--- config.mk ---
export PLATFORM = sky130hd
export DESIGN_NAME = color_sort_ctrl_flat
export DESIGN_NICKNAME = d
export VERILOG_FILES = /design/src/rtl/color_sort_if.sv /design/src/rtl/color_sort_ctrl.sv /design/src/flat_wrapper.sv
export SDC_FILE = /design/constraint.sdc
export NUM_CORES = 1
export LEC_CHECK = 0
export ABC_AREA = 1
export CAP_MARGIN = 0
export CORE_ASPECT_RATIO = 0.9
export CORE_MARGIN = 4
export CORE_UTILIZATION = 60
export CTS_CLUSTER_SIZE = 16
export DETAILED_ROUTE_END_ITERATION = 6
export DONT_BUFFER_PORTS = 1
export HOLD_SLACK_MARGIN = 0.1
export PLACE_DENSITY_LB_ADDON = 0.05
export SLEW_MARGIN = 30
export SYNTH_ARGS = -nofsm -noshare
export SYNTH_HDL_FRONTEND = slang
export SYNTH_SLANG_ARGS = --single-unit
--- constraint.sdc ---
create_clock -name clk -period 5.4 [get_ports clk]
set_input_delay 0.54 -clock clk [delete_from_list [all_inputs] [get_ports clk]]
set_output_delay 0.54 -clock clk [all_outputs]
set_load 0.01 [all_outputs]
--- src/rtl/color_sort_if.sv ---
// Sensor/servo-side signal bundle of the colour sort controller.
// The controller owns the master view; the sensor/servo side uses slave.
interface color_sort_if;
  logic       sensor_out;
  logic       s2;
  logic       s3;
  logic       state;
  logic [1:0] color;
  logic       color_valid;
  logic       busy_hold;

  modport master (
    input  sensor_out,
    output s2, s3, state, color, color_valid, busy_hold
  );

  modport slave (
    output sensor_out,
    input  s2, s3, state, color, color_valid, busy_hold
  );
endinterface

--- src/rtl/color_sort_ctrl.sv ---
// Colour sort decision stage: scans R/G/B filter counts, classifies the object
// and holds the servo divert command for a fixed dwell after a red decision.
module color_sort_ctrl #(
  parameter int unsigned GATE_CYCLES   = 250000,
  parameter int unsigned SETTLE_CYCLES = 25000,
  parameter int unsigned HOLD_CYCLES   = 75000000,
  parameter int unsigned MIN_COUNT     = 50,
  parameter int unsigned CNT_W         = 16
) (
  input  logic         clk,
  input  logic         rst_n,
  color_sort_if.master bus
);

  localparam int unsigned MAX_GS  = (GATE_CYCLES > SETTLE_CYCLES) ? GATE_CYCLES : SETTLE_CYCLES;
  localparam int unsigned MAX_CYC = (HOLD_CYCLES > MAX_GS) ? HOLD_CYCLES : MAX_GS;
  localparam int unsigned TMR_W   = $clog2(MAX_CYC + 1);
  localparam logic [CNT_W-1:0] CNT_MAX = '1;
  localparam logic [1:0] CLR_NONE  = 2'd0;
  localparam logic [1:0] CLR_RED   = 2'd1;
  localparam logic [1:0] CLR_GREEN = 2'd2;
  localparam logic [1:0] CLR_BLUE  = 2'd3;

  typedef enum logic [3:0] {
    SEL_R, SETTLE_R, COUNT_R,
    SEL_G, SETTLE_G, COUNT_G,
    SEL_B, SETTLE_B, COUNT_B,
    CLASSIFY, HOLD
  } fsm_t;

  fsm_t             fsm_q, fsm_d;
  logic [TMR_W-1:0] timer_q, timer_d;
  logic [CNT_W-1:0] cnt_q, cnt_d, r_q, r_d, g_q, g_d, b_q, b_d;
  logic             s2_q, s2_d, s3_q, s3_d;
  logic             state_q, state_d, valid_q, valid_d, busy_q, busy_d;
  logic [1:0]       color_q, color_d;
  logic [2:0]       sync_q;

  logic             rise;
  logic             settle_done, gate_done, hold_done;
  logic [CNT_W-1:0] cnt_inc, m_rg, m_rgb;
  logic [1:0]       class_c;

  // sync_q[1] is the synchronised sensor, sync_q[2] its previous value
  assign rise        = sync_q[1] & ~sync_q[2];
  assign settle_done = (timer_q == TMR_W'(SETTLE_CYCLES - 1));
  assign gate_done   = (timer_q == TMR_W'(GATE_CYCLES - 1));
  assign hold_done   = (timer_q == TMR_W'(HOLD_CYCLES - 1));
  assign cnt_inc     = (rise && (cnt_q != CNT_MAX)) ? cnt_q + CNT_W'(1) : cnt_q;
  assign m_rg        = (r_q >= g_q) ? r_q : g_q;
  assign m_rgb       = (m_rg >= b_q) ? m_rg : b_q;

  // Classification with ties resolved red over green over blue
  always_comb begin
    if (32'(m_rgb) < MIN_COUNT)            class_c = CLR_NONE;
    else if ((r_q >= g_q) && (r_q >= b_q)) class_c = CLR_RED;
    else if (g_q >= b_q)                   class_c = CLR_GREEN;
    else                                   class_c = CLR_BLUE;
  end

  always_ff @(posedge clk or negedge rst_n) begin
    if (!rst_n) begin
      fsm_q   <= SEL_R;
      timer_q <= '0;
      cnt_q   <= '0;
      r_q     <= '0;
      g_q     <= '0;
      b_q     <= '0;
      s2_q    <= 1'b0;
      s3_q    <= 1'b0;
      state_q <= 1'b0;
      color_q <= CLR_NONE;
      valid_q <= 1'b0;
      busy_q  <= 1'b0;
      sync_q  <= '0;
    end else begin
      fsm_q   <= fsm_d;
      timer_q <= timer_d;
      cnt_q   <= cnt_d;
      r_q     <= r_d;
      g_q     <= g_d;
      b_q     <= b_d;
      s2_q    <= s2_d;
      s3_q    <= s3_d;
      state_q <= state_d;
      color_q <= color_d;
      valid_q <= valid_d;
      busy_q  <= busy_d;
      sync_q  <= {sync_q[1:0], bus.sensor_out};
    end
  end

  always_comb begin
    fsm_d   = fsm_q;
    timer_d = timer_q + TMR_W'(1);
    cnt_d   = cnt_q;
    r_d     = r_q;
    g_d     = g_q;
    b_d     = b_q;
    s2_d    = s2_q;
    s3_d    = s3_q;
    state_d = state_q;
    color_d = color_q;
    valid_d = 1'b0;
    busy_d  = busy_q;
    unique case (fsm_q)
      SEL_R: begin
        timer_d = '0; cnt_d = '0; s2_d = 1'b0; s3_d = 1'b0; fsm_d = SETTLE_R;
      end
      SETTLE_R: if (settle_done) begin timer_d = '0; fsm_d = COUNT_R; end
      COUNT_R: begin
        cnt_d = cnt_inc;
        if (gate_done) begin timer_d = '0; r_d = cnt_inc; fsm_d = SEL_G; end
      end
      SEL_G: begin
        timer_d = '0; cnt_d = '0; s2_d = 1'b1; s3_d = 1'b1; fsm_d = SETTLE_G;
      end
      SETTLE_G: if (settle_done) begin timer_d = '0; fsm_d = COUNT_G; end
      COUNT_G: begin
        cnt_d = cnt_inc;
        if (gate_done) begin timer_d = '0; g_d = cnt_inc; fsm_d = SEL_B; end
      end
      SEL_B: begin
        timer_d = '0; cnt_d = '0; s2_d = 1'b0; s3_d = 1'b1; fsm_d = SETTLE_B;
      end
      SETTLE_B: if (settle_done) begin timer_d = '0; fsm_d = COUNT_B; end
      COUNT_B: begin
        cnt_d = cnt_inc;
        if (gate_done) begin timer_d = '0; b_d = cnt_inc; fsm_d = CLASSIFY; end
      end
      CLASSIFY: begin
        timer_d = '0;
        color_d = class_c;
        valid_d = 1'b1;
        if (class_c == CLR_RED) begin
          state_d = 1'b1; busy_d = 1'b1; fsm_d = HOLD;
        end else begin
          state_d = 1'b0; fsm_d = SEL_R;
        end
      end
      HOLD: if (hold_done) begin
        timer_d = '0; state_d = 1'b0; busy_d = 1'b0; fsm_d = SEL_R;
      end
      default: fsm_d = SEL_R;
    endcase
  end

  assign bus.s2          = s2_q;
  assign bus.s3          = s3_q;
  assign bus.state       = state_q;
  assign bus.color       = color_q;
  assign bus.color_valid = valid_q;
  assign bus.busy_hold   = busy_q;

endmodule

--- src/flat_wrapper.sv ---
// flat-port wrapper written by rule: the top's interface ports become plain ports
module color_sort_ctrl_flat 
#(
  parameter int unsigned GATE_CYCLES   = 250000,
  parameter int unsigned SETTLE_CYCLES = 25000,
  parameter int unsigned HOLD_CYCLES   = 75000000,
  parameter int unsigned MIN_COUNT     = 50,
  parameter int unsigned CNT_W         = 16
)
  (clk, rst_n, bus_sensor_out, bus_s2, bus_s3, bus_state, bus_color, bus_color_valid, bus_busy_hold);
  color_sort_if bus_i ();
  input  logic clk;
  input  logic rst_n;
  input wire logic [$bits(bus_i.sensor_out)-1:0] bus_sensor_out;
  output wire logic [$bits(bus_i.s2)-1:0] bus_s2;
  output wire logic [$bits(bus_i.s3)-1:0] bus_s3;
  output wire logic [$bits(bus_i.state)-1:0] bus_state;
  output wire logic [$bits(bus_i.color)-1:0] bus_color;
  output wire logic [$bits(bus_i.color_valid)-1:0] bus_color_valid;
  output wire logic [$bits(bus_i.busy_hold)-1:0] bus_busy_hold;
  assign bus_i.sensor_out = bus_sensor_out;
  assign bus_s2 = bus_i.s2;
  assign bus_s3 = bus_i.s3;
  assign bus_state = bus_i.state;
  assign bus_color = bus_i.color;
  assign bus_color_valid = bus_i.color_valid;
  assign bus_busy_hold = bus_i.busy_hold;
  color_sort_ctrl #(.GATE_CYCLES(GATE_CYCLES), .SETTLE_CYCLES(SETTLE_CYCLES), .HOLD_CYCLES(HOLD_CYCLES), .MIN_COUNT(MIN_COUNT), .CNT_W(CNT_W)) u_core (.clk(clk), .rst_n(rst_n), .bus(bus_i));
endmodule
=== Word-level counts from Yosys, hierarchy flattened ===
Cells that the tools add are included.

* Latch bits: 0
* Input port bits: 3
* RAM bits: 0
* Memories kept: 0
* Word-level logic and storage cells: 92
* Output and inout bits: 7
* ROM bits: 0
* Register bits: 105

* $lt $le $gt $ge: 5
* Divide/modulo/power cells: 0
* Shift operators: 0
* Multiply operators: 0
* Muxes and demuxes: 28
* Equality and inequality tests: 23
* Add/sub/neg operators: 2
* Bitwise gates (word level): 2
* Reductions and logical operators: 19

{| class="wikitable"
|+ Operators by type and width
! cell !! count
|-
| case mux 27 bit (4 select lines) || 1
|-
| 2-to-1 mux 27 bit || 3
|-
| >= comparator 16 bit || 4
|-
| 2-to-1 mux 16 bit || 3
|-
| case mux 4 bit (11 select lines) || 1
|-
| 2-to-1 mux 4 bit || 8
|-
| case mux 16 bit (2 select lines) || 1
|-
| adder 27 x 1 -> 27 bit (second input constant) || 1
|-
| equality test 27 x 15 -> 1 bit (second input constant) || 1
|-
| equality test 27 x 18 -> 1 bit (second input constant) || 1
|-
| equality test 27 bit (second input constant) || 1
|-
| adder 16 x 1 -> 16 bit (second input constant) || 1
|-
| equality test 4 x 3 -> 1 bit (second input constant) || 4
|-
| < comparator 16 x 6 -> 1 bit (second input constant) || 1
|-
| != test 16 bit (second input constant) || 1
|-
| != test 2 x 1 -> 1 bit (second input constant) || 8
|-
| equality test 4 bit (second input constant) || 3
|-
| OR reduction 3 bit || 3
|-
| equality test 4 x 2 -> 1 bit (second input constant) || 2
|-
| case mux 1 bit (2 select lines) || 4
|-
| AND reduction 2 bit || 4
|-
| nonzero test 2 bit || 4
|-
| AND reduction 7 bit || 1
|-
| 2-to-1 mux 1 bit || 5
|-
| 10 further kinds || 13
|}

=== Depth between registers and ports, before layout ===
Gate-level depths: netlist of run 1.

* Depth after elaboration: 9
* Mapped depth: 33
* Depth with buffers taken out: 32

=== Least setup slack after synthesis of run 1 ===
No wires, ideal clock.

* Path type: register to register
* From: register u_core.g_q[11]
* To: register u_core.fsm_q[1]
* Slack: 2.199 ns
* Buffers on the path: 1
* Period minus slack after synthesis: 3.201 ns
* Data required time: 5.283 ns
* Cell stages (with the launch flop): 24
* Arrival time: 3.085 ns
* Library setup time: 0.117 ns
* Path through: dfrtp_1 -> inv_1 -> ha_1 -> a21oi_1 -> o21ai_1 -> a21oi_2 -> nand2_1 -> buf_2 -> o21ai_1 -> inv_1 -> ha_1 -> nand2_1 -> nor4_1 -> nand2_1 -> nand3_1 -> inv_1 -> o21ai_1 -> nand2_1 -> nor2_1 -> nand2_1 -> nand2_1 -> nand2_1 -> nand2_1 -> nand2_1

* Word-level cells in the longest chain between the ends: 9
* Elaborated cells on any way between the ends: 13
* Classes of those cells: 4 x order compare; 1 x eq/ne; 7 x mux; 1 x reduce/logical

{| class="wikitable"
|+ RTL lines
! element !! RTL line !! text
|-
| start, declared || color_sort_ctrl.sv:33 || <nowiki>logic [CNT_W-1:0] cnt_q, cnt_d, r_q, r_d, g_q, g_d, b_q, b_d;</nowiki>
|-
| start signal, assigned || color_sort_ctrl.sv:81 || <nowiki>g_q <= g_d;</nowiki>
|-
| >= comparator 16 bit || color_sort_ctrl.sv:50, color_sort_ctrl.sv:56 ||
|-
| 2-to-1 mux 16 bit || color_sort_ctrl.sv:50 || <nowiki>assign m_rg = (r_q >= g_q) ? r_q : g_q;</nowiki>
|-
| >= comparator 16 bit || color_sort_ctrl.sv:51 || <nowiki>assign m_rgb = (m_rg >= b_q) ? m_rg : b_q;</nowiki>
|-
| 2-to-1 mux 16 bit || color_sort_ctrl.sv:51 ||
|-
| < comparator 16 x 6 -> 1 bit || color_sort_ctrl.sv:55 || <nowiki>if (32'(m_rgb) < MIN_COUNT) class_c = CLR_NONE;</nowiki>
|-
| 2-to-1 mux 2 bit (*) || color_sort_ctrl.sv:55 ||
|-
| equality test 2 x 1 -> 1 bit (*) || color_sort_ctrl.sv:135 || <nowiki>if (class_c == CLR_RED) begin</nowiki>
|-
| 2-to-1 mux 4 bit (*) || color_sort_ctrl.sv:135 ||
|-
| case mux 4 bit (11 select lines) (*) || color_sort_ctrl.sv:106 || <nowiki>unique case (fsm_q)</nowiki>
|-
| end signal, assigned || color_sort_ctrl.sv:77 || <nowiki>fsm_q <= fsm_d;</nowiki>
|-
| end, declared || color_sort_ctrl.sv:31 || <nowiki>fsm_t fsm_q, fsm_d;</nowiki>
|}

Every way passes the cells marked *; elsewhere a longest branch is shown, timed or not.
A chain may end at the register's enable or synchronous reset.

=== Final worst setup path of run 1 ===
* From: register u_core.g_q[3]
* To: register u_core.fsm_q[3]

The elaborated chain is that of the path after synthesis.

==> reports/metrics.json, run 1 <==
{
  "ioPinCount": 10,
  "num_rows": 36,
  "final_area_um2": 7210,
  "grt-ovfl-total": 0,
  "final_cell_count_no_fill": 1009,
  "timing_worst_slew_pin_value_ns": 0.820,
  "hp-class": "in -> async",
  "status": "complete, no violations",
  "cts-buffers-inserted": 9,
  "synth_area_leaders": "sky130_fd_sc_hd__dfrtp_1, sky130_fd_sc_hd__ha_1, sky130_fd_sc_hd__nand2_1",
  "number_of_global_route_vias_before_repair": 5314,
  "timing.setup.critical_path_class": "reg -> reg",
  "synth_top_area_cell": "sky130_fd_sc_hd__dfrtp_1",
  "detail_route.iter0.violations": 518,
  "place_congestion": 0.937,
  "grt_util_all_layers": 0.265,
  "fin_setup_tns_ns": 0,
  "antenna_found_initial": 0,
  "power.leakage_nw": 3.49,
  "crit_path_end_kind": "flop",
  "timing.clock.skew_ns": 0.00851,
  "hpwlAfterDp_um": 11900,
  "synth-warning-count": 0,
  "clock-sinks": 105,
  "number_of_violations_of_the_max_capacitance_limit": 0,
  "synth-async-reset-ratio": 1.00,
  "placed_cell_area_um2": 6830,
  "synth_common_cells": "sky130_fd_sc_hd__nand2_1, sky130_fd_sc_hd__inv_1, sky130_fd_sc_hd__dfrtp_1",
  "grt_first_pass_wirelength_um": 27000,
  "final_layout_net_count": 921,
  "tritoncts": "done",
  "buffer_ports.inserted": 0,
  "ant_nets": 0,
  "final-setup-viol-count": 0,
  "drt-wirelength-per-cell_um": 15.8,
  "worst-endpoint-arrival_ns": 4.68,
  "area_growth_synth_to_finish_pct": 7.60,
  "clock.fmax_mhz": 226,
  "max_slew_margin": 0.452,
  "floorplan.die_area_um2": 12900,
  "syn_area_per_cell_um2": 7.83,
  "req_time_crit_path_ns": 5.66,
  "multi_input_area_um2": 3530,
  "clkSlewWorstSetupHoldPaths_ns": 0.07,
  "clockRootBuffer": "sky130_fd_sc_hd__clkbuf_16",
  "worstSetupStartpointType": "flop",
  "starting_density_of_the_core": 0.618,
  "final_layout_size_suffix_gt1_frac": 0.0630,
  "final_core_utilization": 0.664,
  "numPlacedInstances": 992,
  "worstPathMaxFanout": 21,
  "ys_ff_latch": 105,
  "synth_most_common_cell": "sky130_fd_sc_hd__nand2_1",
  "fin_total_pwr_w": 0.00159,
  "ir_worst_vdd_v": 0.000189,
  "syn-instance-count": 856,
  "synth_edf_count": 0,
  "via_per_inst": 5.60,
  "netlist_cell_types": 38,
  "insertion_delay_ns": 0.36,
  "via_count": 5647,
  "total_of_cells_resized_after_clock_tree_synthesis": 0,
  "setup_repair_after_global_routing_missed_its_margin": "false",
  "ys.flop_type": "sky130_fd_sc_hd__dfrtp_1",
  "sequential_to_total_area_share_from_yosys_stat": 0.392,
  "remaining_drc_errors": 0,
  "mappedNetlistNets": 925,
  "power-per-cell-area_nw_per_um2": 220,
  "design.core.area_um2": 10900,
  "cts.htree.levels": 3,
  "drtPass1Iterations": 5,
  "synth.top_cell.area_share": 0.392,
  "finalWorstPathRequiredPeriod_ns": 4.42,
  "rrSetupSlack_ns": 0.98,
  "cts.path.max_buffers": 2,
  "routed_wl_um": 15900,
  "antenna-diode-count": 0,
  "final-seq-area_um2": 2630,
  "pins_over_their_slew_limit": 0,
  "nFillCells": 930,
  "syn_area_um2": 6700,
  "die_x_extent_um": 119,
  "floorplan.die.height_um": 108,
  "report.final.hold_viol_count": 0,
  "pin_count_of_the_biggest_net_entering_global_routing": 106,
  "final_min_period_over_clock_period": 0.819
}
==> cell usage in the layout, fill, tap and decap left out, types with 2 or more instances in the layout <==
cell type | netlist | routed
sky130_fd_sc_hd__nor4_2 | 4 | 4
sky130_fd_sc_hd__nor2_2 | 2 | 2
sky130_fd_sc_hd__ha_1 | 66 | 66
sky130_fd_sc_hd__nand2_1 | 199 | 197
sky130_fd_sc_hd__inv_1 | 115 | 115
sky130_fd_sc_hd__inv_2 | 11 | 11
sky130_fd_sc_hd__buf_4 | 3 | 2
sky130_fd_sc_hd__nor2_1 | 65 | 65
sky130_fd_sc_hd__xor2_1 | 24 | 24
sky130_fd_sc_hd__o21ai_1 | 9 | 9
sky130_fd_sc_hd__inv_6 | 0 | 2
sky130_fd_sc_hd__nand3_1 | 39 | 39
sky130_fd_sc_hd__nor3_2 | 3 | 4
sky130_fd_sc_hd__o22ai_1 | 16 | 16
sky130_fd_sc_hd__nor3_1 | 21 | 20
sky130_fd_sc_hd__nor2_4 | 2 | 2
sky130_fd_sc_hd__nand3_2 | 3 | 3
sky130_fd_sc_hd__o21ai_0 | 67 | 67
sky130_fd_sc_hd__a21oi_1 | 38 | 38
sky130_fd_sc_hd__nand2_2 | 4 | 6
sky130_fd_sc_hd__nor4_1 | 10 | 10
sky130_fd_sc_hd__dfrtp_1 | 105 | 105
sky130_fd_sc_hd__o31ai_1 | 2 | 2
sky130_fd_sc_hd__xnor2_1 | 7 | 7
sky130_fd_sc_hd__clkbuf_16 | 0 | 9
sky130_fd_sc_hd__bufinv_16 | 0 | 3
sky130_fd_sc_hd__a31oi_1 | 2 | 2
sky130_fd_sc_hd__o21a_1 | 2 | 2
sky130_fd_sc_hd__nand4_1 | 12 | 12
==> registers in the layout, indices dropped and copies added (netlist names), 2 cells and up <==
name	flops
u_core.bus.color	2
u_core.b_q	16
u_core.g_q	16
u_core.r_q	16
u_core.cnt_q	16
u_core.sync_q	3
u_core.timer_q	27
u_core.fsm_q	4
==> metrics by stage <==
stage	hold slack, ns	setup WS [ns]
after floorplan	0.244	2.20
after global placement	0.247	1.19
after detailed placement	0.248	1.07
after CTS	0.144	1.06
after global routing	0.118	0.482
final	0.0678	0.979
==> per-layer routing <==
layer  wire [um]  GRT usage  vias to the layer above
met5           0          0                        -
met1        8260      0.422                     2685
li1            -          -                     2804
met2        6540      0.366                      141
met3         930     0.0554                       17
met4         187     0.0638                        0
==> cell type report <==
class | instances | area share
flip-flops and latches | 105 | 0.364
clock inverters | 5 | 0.0149
multi-input cells | 607 | 0.489
clock buffers | 11 | 0.0337
well taps | 152 | 0.0264
repair buffers | 3 | 0.00590
inverters | 126 | 0.0656
==> power breakdown <==
group	internal [W]	total (W)	switching, W
clock network	0.000470	0.000779	0.000310
registers	0.000787	0.000787	0.000000452
logic	0.00000314	0.0000221	0.0000190
total	0.00126	0.00159	0.000329
==> kinds of logic after synthesis <==
logic type,count (synthesis),synth area share
flops,105,0.392
fa+ha+maj,66,0.123
xor+xnor,31,0.0405
simple gates,368,0.246
buf+inv,144,0.0831
compound gates,142,0.115
==> path summary, 6_finish.rpt <==
kind	startpoint	endpoint	cells after the start
max	u_core.g_q[3]$_DFFE_PN0P_	u_core.fsm_q[3]$_DFFE_PN0P_	26
min	rst_n	u_core.r_q[2]$_DFFE_PN0P_	1
max reg2reg	u_core.g_q[3]$_DFFE_PN0P_	u_core.fsm_q[3]$_DFFE_PN0P_	26
min reg2reg	u_core.sync_q[0]$_DFF_PN0_	u_core.sync_q[1]$_DFF_PN0_	0
max in group asynchronous	rst_n	u_core.timer_q[8]$_DFF_PN0_	1
min in group clk	bus_sensor_out	u_core.sync_q[0]$_DFF_PN0_	0
==> worst max-delay path: stages (launching register included) <==
cell	delay [ns]
sky130_fd_sc_hd__dfrtp_1	0.38
sky130_fd_sc_hd__inv_1	0.08
sky130_fd_sc_hd__ha_1	0.31
sky130_fd_sc_hd__nand2_1	0.09
sky130_fd_sc_hd__nor2_1	0.05
sky130_fd_sc_hd__nor2_1	0.07
sky130_fd_sc_hd__nand2_1	0.07
sky130_fd_sc_hd__nand2_1	0.06
sky130_fd_sc_hd__nand2_1	0.06
sky130_fd_sc_hd__nand2_1	0.35
sky130_fd_sc_hd__nand2_1	0.54
sky130_fd_sc_hd__o21ai_1	0.35
sky130_fd_sc_hd__inv_1	0.07
sky130_fd_sc_hd__ha_1	0.27
sky130_fd_sc_hd__nand2_1	0.07
sky130_fd_sc_hd__nor4_1	0.35
sky130_fd_sc_hd__nand2_1	0.09
sky130_fd_sc_hd__nand3_1	0.16
sky130_fd_sc_hd__inv_1	0.12
sky130_fd_sc_hd__o21ai_1	0.15
sky130_fd_sc_hd__nand2_1	0.06
sky130_fd_sc_hd__nor2_1	0.10
sky130_fd_sc_hd__nand2_1	0.11
sky130_fd_sc_hd__nand2_1	0.16
sky130_fd_sc_hd__nand2_1	0.07
sky130_fd_sc_hd__nand2_1	0.06
sky130_fd_sc_hd__nand2_1	0.05
==> what timing repair did <==
item,in CTS,in global routing
hold buffers,1,0
buffers inserted,0,0
hold endpoints to repair,105,0
Power figures use the tool's default switching activity.
==> run 2: changes to the inputs <==
Settings changed: CORE_UTILIZATION 60 to 58.
Clock period 5.4 ns to 3.7 ns, I/O delays scaled along.
==> run 2 against run 1 <==
Register-to-register slack lost 0.71 ns. Total power grew 34%. Combinational power grew 56%. Sequential share of layout area shrank 0.85 points. Critical endpoint unchanged.
==> reports/metrics.json, run 2 (synthesis results as in run 1) <==
{
  "buffer_ports.inserted": 0,
  "req_time_crit_path_ns": 3.96,
  "crit_path_end_kind": "flop",
  "r2r-end": "u_core.fsm_q[3]$_DFFE_PN0P_",
  "timing.clock.skew_ns": 0.00675,
  "largest-register": "u_core.timer_q",
  "worst_hold_slack_ns": 0.358,
  "timing.rr.start": "u_core.r_q[2]$_DFFE_PN0P_",
  "number_of_violations_of_the_max_capacitance_limit": 0,
  "drtPass1Iterations": 5,
  "grt-ovfl-total": 0,
  "floorplan.die_area_um2": 13300,
  "pin_count_of_the_biggest_net_entering_global_routing": 106,
  "power-per-cell-area_nw_per_um2": 288,
  "pins_over_their_slew_limit": 0,
  "cts.htree.levels": 3,
  "floorplan.die.height_um": 110,
  "timing.setup.critical_path_class": "reg -> reg",
  "hp-class": "reg -> reg",
  "worstSetupStartpointType": "flop",
  "tritoncts": "done",
  "finalWorstPathRequiredPeriod_ns": 3.43,
  "antenna_found_initial": 0,
  "number_of_global_route_vias_before_repair": 5501,
  "mostFrequentLayoutCells": "sky130_fd_sc_hd__nand2_1, sky130_fd_sc_hd__inv_1, sky130_fd_sc_hd__dfrtp_1",
  "largest_register_ffs": 27,
  "status": "complete, no violations",
  "report.final.hold_viol_count": 0,
  "final_common_cell": "sky130_fd_sc_hd__nand2_1",
  "max_slew_margin": 0.437,
  "clkSlewWorstSetupHoldPaths_ns": 0.07,
  "hold_depth": 0,
  "final_layout_net_count": 942,
  "clock-sinks": 105,
  "antenna-diode-count": 0,
  "worst-endpoint-arrival_ns": 3.69,
  "final_core_utilization": 0.667,
  "clock.fmax_mhz": 291,
  "insertion_delay_ns": 0.36,
  "fin_total_pwr_w": 0.00213,
  "rrSetupSlack_ns": 0.27,
  "cts-buffers-inserted": 9,
  "routed_wl_um": 16300,
  "ioPinCount": 10,
  "starting_density_of_the_core": 0.605,
  "cts.path.max_buffers": 2,
  "via_per_inst": 5.62,
  "via_count": 5788,
  "ir_worst_vdd_v": 0.000271,
  "detail_route.iter0.violations": 505,
  "grt_util_all_layers": 0.261,
  "final-setup-viol-count": 0,
  "area_growth_synth_to_finish_pct": 10.3,
  "timing.hold.worst_endpoint": "u_core.sync_q[1]$_DFF_PN0_",
  "reg2regPathDepth": 27,
  "final_min_period_over_clock_period": 0.928,
  "place_congestion": 0.914,
  "hold_path.startpoint": "u_core.sync_q[0]$_DFF_PN0_",
  "drt-wirelength-per-cell_um": 15.9,
  "clockRootBuffer": "sky130_fd_sc_hd__clkbuf_16",
  "grt_first_pass_wirelength_um": 27200,
  "worstPathMaxFanout": 10,
  "final_layout_size_suffix_gt1_frac": 0.0991,
  "die_x_extent_um": 121,
  "timing_worst_slew_pin_value_ns": 0.844,
  "ant_nets": 0,
  "remaining_drc_errors": 0,
  "power.leakage_nw": 3.57,
  "hpwlAfterDp_um": 12000,
  "design.core.area_um2": 11100,
  "num_rows": 36
}
==> run 2: changes by cell type in the layout (fill, tap and decap cells not counted), sizes merged <==
cell and delta:
clkinvlp +2, clkinv +1, buf +19, bufinv -3
dlygate4sd3 +2
==> run 2: cell type report <==
type                            instances  area [um2]
Multi-Input combinational cell        607        3590
Tap cell                              152         190
Sequential cell                       105        2630
Timing Repair Buffer                   24         218
Inverter                              126         473
Clock buffer                           11         243
Clock inverter                          5        48.8
Fill cell                             961        3690
==> run 2: report_power, final <==
part	total [W]	switching (W)	internal (W)	leakage, nW
registers	0.00115	0.000000645	0.00115	1.44
logic	0.0000345	0.0000286	0.00000590	1.99
clock network	0.000946	0.000459	0.000486	0.136
total	0.00213	0.000489	0.00164	3.57
==> run 2: per-layer routing <==
metal | global-route usage | routed length (um) | vias to the layer above
met5 | 0 | 0 | -
met4 | 0.0592 | 197 | 0
met3 | 0.0444 | 937 | 18
met2 | 0.396 | 7070 | 164
met1 | 0.394 | 8130 | 2746
li1 | - | - | 2860
==> run 2: how the worst max path moves through the flow <==
stage	end	slack, ns	startpoint
after floorplan	u_core.fsm_q[1]$_DFFE_PN0P_	0.50	u_core.g_q[11]$_DFFE_PN0P_
after global placement	u_core.fsm_q[1]$_DFFE_PN0P_	0.15	u_core.r_q[13]$_DFFE_PN0P_
after detailed placement	u_core.fsm_q[1]$_DFFE_PN0P_	0.05	u_core.r_q[13]$_DFFE_PN0P_
after CTS	u_core.fsm_q[1]$_DFFE_PN0P_	0.04	u_core.r_q[13]$_DFFE_PN0P_
after global routing	u_core.fsm_q[1]$_DFFE_PN0P_	-0.04	u_core.r_q[3]$_DFFE_PN0P_
final	u_core.fsm_q[3]$_DFFE_PN0P_	0.27	u_core.r_q[2]$_DFFE_PN0P_
==> run 2: critical path: stages, from the launching register on <==
cell,delay [ns]
sky130_fd_sc_hd__dfrtp_2,0.45
sky130_fd_sc_hd__ha_1,0.29
sky130_fd_sc_hd__nand2_1,0.07
sky130_fd_sc_hd__nor2_1,0.11
sky130_fd_sc_hd__nor2_1,0.05
sky130_fd_sc_hd__nand2_1,0.05
sky130_fd_sc_hd__nand2_1,0.05
sky130_fd_sc_hd__nand2_1,0.09
sky130_fd_sc_hd__nand2_2,0.08
sky130_fd_sc_hd__nand2_2,0.09
sky130_fd_sc_hd__buf_6,0.14
sky130_fd_sc_hd__nand2_1,0.06
sky130_fd_sc_hd__nand2_1,0.09
sky130_fd_sc_hd__inv_1,0.08
sky130_fd_sc_hd__ha_4,0.28
sky130_fd_sc_hd__nand2_2,0.08
sky130_fd_sc_hd__nor4_4,0.33
sky130_fd_sc_hd__nand2_1,0.11
sky130_fd_sc_hd__nand3_2,0.12
sky130_fd_sc_hd__inv_2,0.07
sky130_fd_sc_hd__o21ai_1,0.13
sky130_fd_sc_hd__nand2_1,0.08
sky130_fd_sc_hd__nor2_2,0.11
sky130_fd_sc_hd__nand2_2,0.09
sky130_fd_sc_hd__nand2_2,0.11
sky130_fd_sc_hd__nand2_1,0.05
sky130_fd_sc_hd__nand2_1,0.05
sky130_fd_sc_hd__nand2_1,0.04
==> run 2: timing repair <==
item / 4_1_cts / 5_1_grt
resized for setup: 0 / 22
hold buffers: 3 / 0
buffers inserted: 0 / 8
endpoints found under the hold margin: 106 / 0
endpoints found under the setup margin: 0 / 6
==> run 2: stage by stage <==
stage / setup slack (ns) / cells / area (um2) / TNS, ns
2_1_floorplan: 0.499 / 856 / 6700 / 0
3_5_place_dp: 0.0510 / 1002 / 6910 / 0
6_report: 0.267 / 1030 / 7390 / 0
4_1_cts: 0.0408 / 1021 / 7240 / 0
3_3_place_gp: 0.149 / 1002 / 6910 / 0
5_1_grt: -0.0404 / 1030 / 7390 / -0.0634
==> run 3: changes to the inputs <==
Settings changed: ABC_AREA 1 to 0.
==> run 3 against run 2 <==
Combinational power shrank 11%. Total power increased by 0.37%. Critical path depth is 12 lower. Synthesized cell count fell by 14%. Non-clock buffer count up 4. Die area decreased by 1.7%. Wire length is 6.6% lower. Flip-flop and latch count stayed put. Highest routed layer unchanged. Design area decreased by 1.2%. First-iteration DRC count increased by 0.59%. Count of clock-buffer cells in the layout down 1.
==> reports/metrics.json, run 3 <==
{
  "status": "complete, no violations",
  "setup.worst_path.start": "u_core.g_q[12]$_DFFE_PN0P_",
  "clock-sinks": 105,
  "synth_area_leaders": "sky130_fd_sc_hd__dfrtp_1, sky130_fd_sc_hd__ha_1, sky130_fd_sc_hd__o21ai_0",
  "timing.hold.worst_endpoint": "u_core.sync_q[1]$_DFF_PN0_",
  "antenna_found_initial": 0,
  "die_x_extent_um": 120,
  "final_common_cell": "sky130_fd_sc_hd__nand2_1",
  "cts.htree.levels": 3,
  "grt_util_all_layers": 0.246,
  "r2r-end": "u_core.fsm_q[1]$_DFFE_PN0P_",
  "power-per-cell-area_nw_per_um2": 293,
  "synth_top_area_cell": "sky130_fd_sc_hd__dfrtp_1",
  "syn_area_per_cell_um2": 8.91,
  "final_cell_count_no_fill": 911,
  "floorplan.die.height_um": 109,
  "ys.flop_type": "sky130_fd_sc_hd__dfrtp_1",
  "clock.fmax_mhz": 285,
  "clockRootBuffer": "sky130_fd_sc_hd__clkbuf_16",
  "req_time_crit_path_ns": 3.91,
  "via_per_inst": 5.86,
  "synth_most_common_cell": "sky130_fd_sc_hd__nand2_1",
  "power.leakage_nw": 3.24,
  "sequential_to_total_area_share_from_yosys_stat": 0.399,
  "synth-warning-count": 0,
  "final_min_period_over_clock_period": 0.949,
  "floorplan.die_area_um2": 13100,
  "remaining_drc_errors": 0,
  "design.core.area_um2": 10900,
  "crit_path_end_kind": "flop",
  "hpwlAfterDp_um": 11100,
  "number_of_global_route_vias_before_repair": 5091,
  "timing.clock.skew_ns": 0.0113,
  "mostFrequentLayoutCells": "sky130_fd_sc_hd__nand2_1, sky130_fd_sc_hd__dfrtp_1, sky130_fd_sc_hd__o21ai_0",
  "timing.setup.critical_path_class": "reg -> reg",
  "timing_worst_slew_pin_value_ns": 0.880,
  "synth-async-reset-ratio": 1.00,
  "insertion_delay_ns": 0.36,
  "final_area_um2": 7300,
  "worst-endpoint-arrival_ns": 3.73,
  "final_layout_size_suffix_gt1_frac": 0.126,
  "hold_depth": 0,
  "numPlacedInstances": 877,
  "synth.top_cell.area_share": 0.399,
  "ioPinCount": 10,
  "worstPathMaxFanout": 6,
  "hp-class": "reg -> reg",
  "largest_register_ffs": 27,
  "grt-ovfl-total": 0,
  "report.final.hold_viol_count": 0,
  "reg2regPathDepth": 15,
  "ir_worst_vdd_v": 0.000279,
  "nFillCells": 891,
  "starting_density_of_the_core": 0.602,
  "ys_ff_latch": 105,
  "pin_count_of_the_biggest_net_entering_global_routing": 106,
  "number_of_violations_of_the_max_capacitance_limit": 0,
  "mappedNetlistNets": 808,
  "tritoncts": "done",
  "rrSetupSlack_ns": 0.19,
  "finalWorstPathRequiredPeriod_ns": 3.51,
  "max_slew_margin": 0.412,
  "place_congestion": 0.880,
  "worstSetupStartpointType": "flop",
  "final_layout_net_count": 823,
  "synth_edf_count": 0,
  "antenna-diode-count": 0,
  "via_count": 5343,
  "final_core_utilization": 0.667,
  "cts-buffers-inserted": 9,
  "ant_nets": 0,
  "syn-instance-count": 739,
  "grt_first_pass_wirelength_um": 25600,
  "pins_over_their_slew_limit": 0,
  "final-setup-viol-count": 0,
  "syn_area_um2": 6590,
  "synth_common_cells": "sky130_fd_sc_hd__nand2_1, sky130_fd_sc_hd__dfrtp_1, sky130_fd_sc_hd__o21ai_0",
  "hold_path.startpoint": "u_core.sync_q[0]$_DFF_PN0_",
  "num_rows": 36,
  "clkSlewWorstSetupHoldPaths_ns": 0.08,
  "area_growth_synth_to_finish_pct": 10.9,
  "netlist_cell_types": 62,
  "largest-register": "u_core.timer_q",
  "cts.path.max_buffers": 2,
  "timing.rr.start": "u_core.g_q[12]$_DFFE_PN0P_",
  "worst_hold_slack_ns": 0.357,
  "buffer_ports.inserted": 0,
  "drtPass1Iterations": 5,
  "placed_cell_area_um2": 6750,
  "detail_route.iter0.violations": 508,
  "routed_wl_um": 15200,
  "drt-wirelength-per-cell_um": 16.7
}
run 3: cell types whose count changed in the layout (fill, tap and decap cells not counted), moves of 15 or more:
| cell | previous run | this run |
|---|---|---|
| sky130_fd_sc_hd__o22ai_1 | 16 | 1 |
| sky130_fd_sc_hd__xnor2_1 | 7 | 24 |
| sky130_fd_sc_hd__nor2_1 | 64 | 44 |
| sky130_fd_sc_hd__inv_1 | 114 | 36 |
| sky130_fd_sc_hd__nand3_1 | 38 | 17 |
| sky130_fd_sc_hd__o21ai_0 | 66 | 92 |
| sky130_fd_sc_hd__nand2_1 | 193 | 112 |
| sky130_fd_sc_hd__a21oi_1 | 37 | 21 |
| sky130_fd_sc_hd__nor2_2 | 3 | 21 |
run 3: worst max-delay path: stages (launching register included):
cell and delay [ns]:
sky130_fd_sc_hd__dfrtp_1 0.42, sky130_fd_sc_hd__inv_1 0.09, sky130_fd_sc_hd__ha_1 0.29, sky130_fd_sc_hd__nand2_1 0.05
sky130_fd_sc_hd__nor2_1 0.19, sky130_fd_sc_hd__nand2_1 0.14, sky130_fd_sc_hd__o21ai_4 0.26, sky130_fd_sc_hd__o21ai_0 0.14
sky130_fd_sc_hd__ha_1 0.32, sky130_fd_sc_hd__a21o_1 0.18, sky130_fd_sc_hd__a211o_1 0.28, sky130_fd_sc_hd__a31oi_1 0.14
sky130_fd_sc_hd__a21oi_1 0.11, sky130_fd_sc_hd__or3_1 0.37, sky130_fd_sc_hd__o211ai_1 0.21, sky130_fd_sc_hd__o221ai_1 0.17
run 3: logic make-up (layout without fill, tap and decap cells):
kind of cell | after synthesis | in the layout | synth area share
compound gates | 170 | 170 | 0.155
flops | 105 | 105 | 0.399
buf+inv | 62 | 82 | 0.0393
fa+ha+maj | 66 | 66 | 0.125
simple gates | 292 | 292 | 0.222
mux | 2 | 2 | 0.00323
xor+xnor | 42 | 42 | 0.0559
run 3: report_power, final:
group	total [W]	internal [W]	switching, W
combinational	0.0000308	0.00000567	0.0000251
sequential	0.00115	0.00115	0.000000447
clock	0.000957	0.000489	0.000468
run 3: through the flow:
step / TNS [ns] / setup WS [ns] / total power (W)
finish: 0 / 0.189 / 0.00214
global route: -0.0385 / -0.0301 / 0.00221
CTS: 0 / 0.0900 / 0.00216
detailed placement: 0 / 0.118 / 0.00118
global placement: 0 / 0.264 / 0.00118
floorplan: 0 / 0.161 / 0.00117
run 3: how the worst max path moves through the flow:
stage                                        to  slack (ns)  cells after the start
floorplan           u_core.fsm_q[1]$_DFFE_PN0P_        0.16                     17
global placement    u_core.fsm_q[1]$_DFFE_PN0P_        0.26                     17
detailed placement  u_core.fsm_q[1]$_DFFE_PN0P_        0.12                     15
CTS                 u_core.fsm_q[1]$_DFFE_PN0P_        0.09                     15
global route        u_core.fsm_q[1]$_DFFE_PN0P_       -0.03                     18
finish              u_core.fsm_q[1]$_DFFE_PN0P_        0.19                     15
run 3: repair_timing:
| action | 4_1_cts | 5_1_grt |
|---|---|---|
| buffers inserted | 0 | 14 |
| hold buffers | 3 | 0 |
| setup endpoints to repair | 0 | 6 |
| gates resized for setup | 0 | 17 |
| hold endpoints to repair | 106 | 0 |
run 3: area by class of cell:
type	instances	area (um2)	area share
clock buffers	10	239	0.0327
multi-input cells	572	3770	0.516
inverters	38	143	0.0195
clock inverters	6	60.1	0.00823
well taps	152	190	0.0260
repair buffers	28	269	0.0368
flip-flops and latches	105	2630	0.360
run 3: routing by layer:
| metal | vias up | share of wire | track usage |
|---|---|---|---|
| li1 | 2625 | - | - |
| met1 | 2569 | 0.51 | 0.376 |
| met2 | 132 | 0.42 | 0.355 |
| met3 | 17 | 0.053 | 0.0498 |
| met4 | 0 | 0.013 | 0.0655 |
| met5 | - | 0 | 0 |
